==> config.mk <==
export PLATFORM = sky130hd
export DESIGN_NAME = cipher_pipe
export DESIGN_NICKNAME = d
export VERILOG_FILES = /design/src/rtl/cipher_pkg.sv /design/src/rtl/cipher_lane_perm.sv /design/src/rtl/cipher_pipe.sv
export SDC_FILE = /design/constraint.sdc
export NUM_CORES = 1
export LEC_CHECK = 0
export ABC_AREA = 1
export ABC_CLOCK_PERIOD_IN_PS = 2200
export CAP_MARGIN = 5
export CELL_PAD_IN_SITES_DETAIL_PLACEMENT = 1
export CELL_PAD_IN_SITES_GLOBAL_PLACEMENT = 1
export CORE_MARGIN = 2
export CORE_UTILIZATION = 32
export CTS_BUF_LIST = sky130_fd_sc_hd__clkbuf_2
export DETAILED_ROUTE_END_ITERATION = 12
export PLACE_DENSITY = 0.74
export SYNTH_ARGS = -nofsm -noshare
export SYNTH_HDL_FRONTEND = slang
export SYNTH_HIERARCHICAL = 1
export SYNTH_SLANG_ARGS = --single-unit
==> constraint.sdc <==
create_clock -name clock -period 2.2 [get_ports clock]
set_input_delay 0.22 -clock clock [delete_from_list [all_inputs] [get_ports clock]]
set_output_delay 0.22 -clock clock [all_outputs]
set_load 0.05 [all_outputs]
==> src/rtl/cipher_pkg.sv <==
// cipher_pkg: shared constants and helpers for the cipher pipeline.
//   PERM / PERM_INV : bit-index tables, out[i] = in[TABLE[i]]
//   K_DEF           : reset values of key slots 0..2 (one byte, replicated per lane)
//   mode_e          : per-beat direction (MODE_DEC / MODE_ENC)
//   perm_byte       : decrypt-direction byte permutation P
//   perm_inv_byte   : encrypt-direction byte permutation Pinv
package cipher_pkg;

    typedef enum logic {
        MODE_DEC = 1'b0,
        MODE_ENC = 1'b1
    } mode_e;

    // out[7:0] = {x3,x4,x6,x2,x1,x5,x0,x7}
    localparam int unsigned PERM [8] = '{7, 0, 5, 1, 2, 6, 4, 3};
    // out[7:0] = {y0,y5,y2,y6,y7,y4,y3,y1}
    localparam int unsigned PERM_INV [8] = '{1, 3, 4, 7, 6, 2, 5, 0};

    localparam logic [7:0] K_DEF [3] = '{8'h3E, 8'h49, 8'h7E};

    function automatic logic [7:0] perm_byte(input logic [7:0] x);
        logic [7:0] y;
        y = '0;
        for (int unsigned i = 0; i < 8; i++) begin
            y[i] = x[PERM[i]];
        end
        return y;
    endfunction

    function automatic logic [7:0] perm_inv_byte(input logic [7:0] x);
        logic [7:0] y;
        y = '0;
        for (int unsigned i = 0; i < 8; i++) begin
            y[i] = x[PERM_INV[i]];
        end
        return y;
    endfunction

    // Slots beyond the three defaults come up as zero.
    function automatic logic [7:0] default_key(input int unsigned slot);
        logic [7:0] k;
        case (slot)
            0:       k = K_DEF[0];
            1:       k = K_DEF[1];
            2:       k = K_DEF[2];
            default: k = 8'h00;
        endcase
        return k;
    endfunction

endpackage

==> src/rtl/cipher_lane_perm.sv <==
// cipher_lane_perm: combinational permutation of one byte lane.
//   dir  : MODE_DEC selects P, MODE_ENC selects Pinv
//   din  : input byte
//   dout : permuted byte
module cipher_lane_perm
    import cipher_pkg::*;
(
    input  mode_e      dir,
    input  logic [7:0] din,
    output logic [7:0] dout
);

    always_comb begin
        dout = (dir == MODE_ENC) ? perm_inv_byte(din) : perm_byte(din);
    end

endmodule

==> src/rtl/cipher_pipe.sv <==
// cipher_pipe: bidirectional two-stage byte cipher with a rotating key ring.
//   Decrypt: out = P(in ^ K[i]);  Encrypt: out = Pinv(in) ^ K[i].
// Ports:
//   clock, rst                   : clock (rising edge), async active-high reset
//   in_valid/in_ready            : input handshake, beat taken on both high
//   in_data, in_mode, in_sof     : input word, direction (1 = encrypt), frame start
//   out_valid/out_ready          : output handshake
//   out_data                     : result word
//   key_we, key_idx, key_data    : key slot write port
module cipher_pipe
    import cipher_pkg::*;
#(
    parameter  int unsigned LANES    = 1,
    parameter  int unsigned NUM_KEYS = 3,
    localparam int unsigned N        = 8 * LANES,
    localparam int unsigned KW       = (NUM_KEYS > 1) ? $clog2(NUM_KEYS) : 1
) (
    input  logic          clock,
    input  logic          rst,
    input  logic          in_valid,
    output logic          in_ready,
    input  logic [N-1:0]  in_data,
    input  logic          in_mode,
    input  logic          in_sof,
    output logic          out_valid,
    input  logic          out_ready,
    output logic [N-1:0]  out_data,
    input  logic          key_we,
    input  logic [KW-1:0] key_idx,
    input  logic [N-1:0]  key_data
);

    logic [N-1:0]  keys [NUM_KEYS];
    logic [KW-1:0] kidx;
    logic [KW-1:0] kidx_use;
    logic [KW-1:0] kidx_next;
    logic [N-1:0]  key_sel;

    mode_e         in_mode_e;
    logic          s1_valid;
    mode_e         s1_mode;
    logic [N-1:0]  s1_key;
    logic [N-1:0]  s1_data;
    logic [N-1:0]  s1_perm;
    logic [N-1:0]  s1_result;
    logic [N-1:0]  s2_perm;
    logic [N-1:0]  s2_result;

    logic          s1_ready;
    logic          s2_ready;
    logic          accept;

    // Handshake: a full output register frees up as the sink takes it, so
    // the ready chain is combinational back to in_ready.
    always_comb begin
        s2_ready = !out_valid || out_ready;
        s1_ready = !s1_valid || s2_ready;
        in_ready = s1_ready;
        accept   = in_valid && s1_ready;
    end

    // Key index for this beat and its successor, wrapping at NUM_KEYS.
    always_comb begin
        in_mode_e = mode_e'(in_mode);
        kidx_use  = in_sof ? '0 : kidx;
        kidx_next = (kidx_use == KW'(NUM_KEYS - 1)) ? '0 : kidx_use + KW'(1);
        key_sel   = keys[kidx_use];
    end

    for (genvar l = 0; l < LANES; l++) begin : g_lane
        cipher_lane_perm u_s1_perm (
            .dir  (in_mode_e),
            .din  (in_data[8*l +: 8]),
            .dout (s1_perm[8*l +: 8])
        );
        cipher_lane_perm u_s2_perm (
            .dir  (s1_mode),
            .din  (s1_data[8*l +: 8]),
            .dout (s2_perm[8*l +: 8])
        );
    end

    always_comb begin
        s1_result = (in_mode_e == MODE_ENC) ? s1_perm : (in_data ^ key_sel);
        s2_result = (s1_mode == MODE_ENC) ? (s1_data ^ s1_key) : s2_perm;
    end

    // Key ring. A write lands on the clock edge, so a beat accepted on the
    // same edge still reads the old slot value through key_sel.
    always_ff @(posedge clock or posedge rst) begin
        if (rst) begin
            for (int unsigned s = 0; s < NUM_KEYS; s++) begin
                keys[s] <= {LANES{default_key(s)}};
            end
        end else if (key_we && (32'(key_idx) < NUM_KEYS)) begin
            keys[key_idx] <= key_data;
        end
    end

    always_ff @(posedge clock or posedge rst) begin
        if (rst) begin
            kidx      <= '0;
            s1_valid  <= 1'b0;
            s1_mode   <= MODE_DEC;
            s1_key    <= '0;
            s1_data   <= '0;
            out_valid <= 1'b0;
            out_data  <= '0;
        end else begin
            if (s1_ready) begin
                s1_valid <= in_valid;
            end
            if (accept) begin
                s1_mode <= in_mode_e;
                s1_key  <= key_sel;
                s1_data <= s1_result;
                kidx    <= kidx_next;
            end
            if (s2_ready) begin
                out_valid <= s1_valid;
                if (s1_valid) begin
                    out_data <= s2_result;
                end
            end
        end
    end

endmodule
==> results of run 1 <==
-- routing by layer --
metal | global-route usage, % | vias to the layer above | part of all wire (%)
met5 | 0 | - | 0
met4 | 2.85 | 0 | 0.40
met3 | 2.51 | 2 | 3.0
met2 | 25.6 | 40 | 46
met1 | 21.4 | 1208 | 50
li1 | - | 1344 | -
-- power by group through the flow --
| stage | logic [mW] | registers, mW | clock network [mW] |
|---|---|---|---|
| after floorplan | 0.588 | 1.57 | 0 |
| after global placement | 1.06 | 1.40 | 0 |
| after detailed placement | 1.09 | 1.41 | 0 |
| after CTS | 1.09 | 1.39 | 0.518 |
| after global routing | 1.21 | 1.42 | 0.562 |
| final | 1.08 | 1.38 | 0.500 |
-- worst paths after layout --
| check | startpoint | to | slack [ns] | cells after the start |
|---|---|---|---|---|
| setup / recovery | out_valid$_DFFE_PP0P_ | out_valid | 0.26 | 1 |
| hold / removal | rst | out_data[1]$_DFFE_PP0P_ | 0.1 | 3 |
| setup reg to reg | kidx[0]$_DFFE_PP0P_ | s1_data[2]$_DFFE_PP0P_ | 0.68 | 8 |
| hold reg to reg | keys[4]$_DFFE_PP1P_ | keys[4]$_DFFE_PP1P_ | 0.52 | 2 |
| max in group asynchronous | rst | keys[1]$_DFFE_PP1P_ | 1.78 | 3 |
| min in group clock | key_data[5] | keys[5]$_DFFE_PP1P_ | 0.32 | 3 |
-- through the flow --
stage	setup WS, ns	hold WS [ns]	std cells
2_1_floorplan	0.165	0.362	397
3_3_place_gp	0.425	0.469	528
3_5_place_dp	0.401	0.489	528
4_1_cts	0.226	0.0866	536
5_1_grt	0.141	0.0953	536
6_report	0.257	0.0952	536
-- cells in the final DEF (no fill, tap or decap) --
| master | instances |
|---|---|
| a31oi_1 | 8 |
| dfstp_2 | 14 |
| nor2_1 | 25 |
| buf_4 | 6 |
| o31ai_1 | 1 |
| a21oi_2 | 1 |
| o21a_1 | 1 |
| inv_2 | 6 |
| o221ai_1 | 1 |
| clkinv_1 | 3 |
| nand2_4 | 2 |
| xnor2_1 | 7 |
| buf_12 | 1 |
| inv_1 | 28 |
| o211ai_1 | 7 |
| nand3_1 | 53 |
| o21ai_0 | 33 |
| nand2_1 | 143 |
| bufinv_16 | 1 |
| nor2_4 | 1 |
| clkdlybuf4s50_1 | 33 |
| clkbuf_2 | 6 |
| nand4_1 | 8 |
| dfrtp_1 | 39 |
-- flip-flops by register name, summed over array words and instances (netlist names) --
signal,cells
out_valid,1
s1_valid,1
s1_data,8
out_data,8
s1_mode,1
s1_key,8
keys,24
kidx,2
-- area by class of cell --
cell class / instances / area share (%)
repair buffers: 40 / 11.6
inverters: 36 / 3.96
multi-input cells: 291 / 39.3
well taps: 108 / 3.96
flip-flops and latches: 53 / 39.4
clock buffers: 6 / 0.879
clock inverters: 2 / 0.989
-- cells by family (layout without fill, tap and decap cells) --
logic type                after synthesis  count (layout)  synth area share [%]
and+or+nand+nor                       232             232                  33.4
DFF                                    53              53                  45.8
buffers and inverters                  53              84                  8.52
AOI/OAI and AO/OA                      52              52                  10.2
xor gates and xnor gates                7               7                  2.09
==> out/metrics.yaml, run 1 <==
outcome:
  status: "complete, no violations"
synth:
  synth_area_per_cell_um2: 7.39
  yosys.cell_count.top_type: "nand2_1"
  syn_area_um2: 2940
  netlist-cell-type-count: 23
  ys_seq_area_share_pct: 45.8
  syn_nets: 422
  synth-seq-cells: 53
  postSynthCellCount: 397
  synth_top_area_cell: "dfrtp_1"
  synth_top_area_share_pct: 33.2
  ys_warn_count: 6
  async_flop_share_pct: 100
  synth_ff_type: "dfrtp_1"
  synth_area_leaders: "dfrtp_1 (33%), nand2_1 (18%), dfstp_2 (13%)"
  synth-edff-count: 0
  ys_top_cells_by_count: "nand2_1 (143), nand3_1 (53), dfrtp_1 (39)"
cells_and_area:
  nNetsFinal: 452
  design_area_um2: 3410
  nFillCells: 1106
  multi_input_area_um2: 1340
  register_area_um2: 1340
  antennaDiodeCount: 0
  drive_above_1_share_pct: 8.88
  syn2layout_area_growth_pct: 16.3
  final_util_pct: 38.8
global_routing:
  antenna_found_initial: 0
  grt-ovfl-total: 0
  grt_pass1_vias: 2585
  grt_first_pass_wirelength_um: 12600
  grt_max_degree: 54
  grt_usage_pct: 15.4
critical_path:
  crit_family: "buffers and inverters"
  crit_type: "register to output pin"
  path_max_fanout: 4
  slowest_delay_ns: 0.82
  crit_chain: "clkdlybuf4s50_1"
  endpoint_kind: "output pin"
  cp.arrival_ns: 1.72
  crit_path_start_kind: "register"
  worst-path-buf-inv: 1
  worst_ep_required_time_ns: 1.98
  cp_slowest_cell: "clkdlybuf4s50_1"
sta:
  rsz0062_at_grt: "false"
  relSlewSlack_pct: 63.9
  fin_crit_sh_pct: 88.3
  min_period_ns: 1.94
  finalHoldViolations: 0
  fin_setup_tns_ns: 0
  fin_skew_ns: 0.0261
  slew_viol_final: 0
  worst_slew_pin_slew_ns: 0.540
  setup_viol_count_final: 0
  max_freq_ghz: 0.515
routing:
  wl_per_cell_um: 13.5
  num_vias: 2594
  drtIter0Drc: 68
  drtPass1Iterations: 4
  drtAntennaViolNets: 0
  drc: 0
  drt_wl_total_um: 7210
  drt-vias-per-instance: 4.84
clock_tree:
  cts.path.max_buffers: 2
  clk_pin_slew_ns: 0.28
  numClockSinks: 53
  cts_setup_buffers: 0
  cts_buffers: 5
  insertion_delay_ns: 0.43
  cts_tree: "built"
  cts_resized: 0
  cts_hold_buf: 0
  htreeDepth: 2
  cts-root-buf: "clkbuf_2"
power:
  swShare_pct: 38.9
  p_seq_share_pct: 46.7
  p_leak_nw: 1.65
  p_int_mw: 1.81
  p_clk_share_pct: 16.9
  total_power_mw: 2.96
  peakVddDrop_mv: 0.281
  p_sw_mw: 1.15
  p_comb_share_pct: 36.4
  power_density_nw_per_um2: 868
place:
  placedInstanceArea_um2: 3350
  hpwl_um: 5400
  io_buffers: 34
  gp_congestion: 0.772
floorplanning:
  die_h_um: 99.8
  boundaryPins: 35
  initial_core_util_pct: 33.3
  rows: 34
  die_w_um: 99.8
  core_area_um2: 8810
  dieArea_um2: 9960
job:
  maxCapViolCount: 0
worst_hold_path:
  hold_class: "input port to asynchronous set/reset pin"
Note: power is estimated with default switching activity, not from simulation.
==> run 2: changes to the inputs <==
--- a/config.mk
+++ b/config.mk
@@ -7,13 +7,12 @@
 export LEC_CHECK = 0
 export ABC_AREA = 1
 export ABC_CLOCK_PERIOD_IN_PS = 2200
-export CAP_MARGIN = 5
 export CELL_PAD_IN_SITES_DETAIL_PLACEMENT = 1
 export CELL_PAD_IN_SITES_GLOBAL_PLACEMENT = 1
 export CORE_MARGIN = 2
 export CORE_UTILIZATION = 32
-export CTS_BUF_LIST = sky130_fd_sc_hd__clkbuf_2
 export DETAILED_ROUTE_END_ITERATION = 12
+export HOLD_SLACK_MARGIN = 0.08
 export PLACE_DENSITY = 0.74
 export SYNTH_ARGS = -nofsm -noshare
 export SYNTH_HDL_FRONTEND = slang
==> run 2 against run 1 <==
Flip-flop and latch count is the same; power grew 5.5%; register-to-register slack is essentially flat; global-route usage grew 0.30 points; clock-buffer cell count is the same; wire length grew 0.65%; final area grew 1.2%; clock power grew 32%; worst setup slack gained 0.18 ns.
==> out/metrics.yaml, run 2 (synthesized netlist as in run 1, its figures left out) <==
outcome:
  status: "complete, no violations"
critical_path:
  cp_slowest_cell: "clkdlybuf4s50_1"
  crit_path_start_kind: "register"
  endpoint_kind: "output pin"
  crit_family: "buffers and inverters"
  worst_ep_required_time_ns: 1.98
  crit_type: "register to output pin"
  worst-path-buf-inv: 1
  cp.arrival_ns: 1.54
  path_max_fanout: 4
  slowest_delay_ns: 0.82
  crit_chain: "clkdlybuf4s50_1"
global_routing:
  grt_pass1_vias: 2591
  grt-ovfl-total: 0
  antenna_found_initial: 0
  grt_usage_pct: 15.6
  grt_first_pass_wirelength_um: 12700
  grt_max_degree: 54
floorplanning:
  core_area_um2: 8810
  dieArea_um2: 9960
  initial_core_util_pct: 33.3
  boundaryPins: 35
  rows: 34
  die_w_um: 99.8
  die_h_um: 99.8
routing:
  drtAntennaViolNets: 0
  drtPass1Iterations: 4
  drtIter0Drc: 85
  drt-vias-per-instance: 4.86
  num_vias: 2606
  drt_wl_total_um: 7260
  drc: 0
  wl_per_cell_um: 13.5
worst_hold_path:
  hold_class: "input port to asynchronous set/reset pin"
clock_tree:
  cts.path.max_buffers: 2
  clk_pin_slew_ns: 0.10
  insertion_delay_ns: 0.31
  cts-root-buf: "clkbuf_8"
  cts_hold_buf: 0
  cts_tree: "built"
  cts_resized: 0
  numClockSinks: 53
  htreeDepth: 2
  cts_buffers: 5
  cts_setup_buffers: 0
sta:
  worst_slew_pin_slew_ns: 0.551
  fin_setup_tns_ns: 0
  finalHoldViolations: 0
  fin_skew_ns: 0.00913
  worst_slack_ns: 0.437
  setup_viol_count_final: 0
  relSlewSlack_pct: 63.2
  slew_viol_final: 0
  max_freq_ghz: 0.567
  fin_crit_sh_pct: 80.1
  rsz0062_at_grt: "false"
  min_period_ns: 1.76
cells_and_area:
  nNetsFinal: 452
  syn2layout_area_growth_pct: 17.8
  final_cell_mix: "nand2_1 (143), nand3_1 (53), dfrtp_1 (39)"
  antennaDiodeCount: 0
  drive_above_1_share_pct: 8.64
  final_common_cell: "nand2_1"
  top_register: "keys"
  final_util_pct: 39.3
  nFillCells: 1099
  largest_register_ffs: 24
power:
  total_power_mw: 3.13
  p_leak_nw: 1.66
  power_density_nw_per_um2: 905
  peakVddDrop_mv: 0.299
job:
  maxCapViolCount: 0
place:
  io_buffers: 34
  gp_congestion: 0.772
  hpwl_um: 5400
  dpl_worst_slack_ns: 0.401
[run 2: report_power, final]
part           internal (mW)  switching (mW)
sequential              1.21           0.172
combinational          0.404           0.676
clock                  0.337           0.325
total                   1.95            1.17
[run 2: layout make-up]
cell class	instances	area (µm²)	share of cell area (%)
multi-input combinational	291	1340	38.8
sequential	53	1340	38.9
tap	108	135	3.91
clock inverter	2	33.8	0.977
timing repair buffer	40	395	11.4
clock buffer	6	72.6	2.10
inverter	36	135	3.91
[run 2: layer usage]
metal,track usage (%),routed length [µm]
met1,22.1,3680
met5,0,0
met4,3.16,44
met3,2.30,191
met2,25.8,3340
[run 2: per-stage QoR]
stage | hold WS, ns | instances | cell area, µm²
final | 0.262 | 536 | 3460
after global routing | 0.327 | 536 | 3460
after CTS | 0.282 | 536 | 3460
after detailed placement | 0.489 | 528 | 3350
after global placement | 0.469 | 528 | 3350
after floorplan | 0.362 | 397 | 2940
[run 2: worst paths after layout]
path                       cells after the start                      end                   from  slack, ns
max in group asynchronous                      3      keys[3]$_DFFE_PP1P_                    rst       1.62
max reg2reg                                    8   s1_data[3]$_DFFE_PP0P_    kidx[0]$_DFFE_PP0P_       0.68
min in group clock                             3     keys[14]$_DFFE_PP1P_            key_data[6]       0.48
min reg2reg                                    2      keys[4]$_DFFE_PP1P_    keys[4]$_DFFE_PP1P_       0.50
max                                            1                out_valid  out_valid$_DFFE_PP0P_       0.44
min                                            3  out_data[6]$_DFFE_PP0P_                    rst       0.26
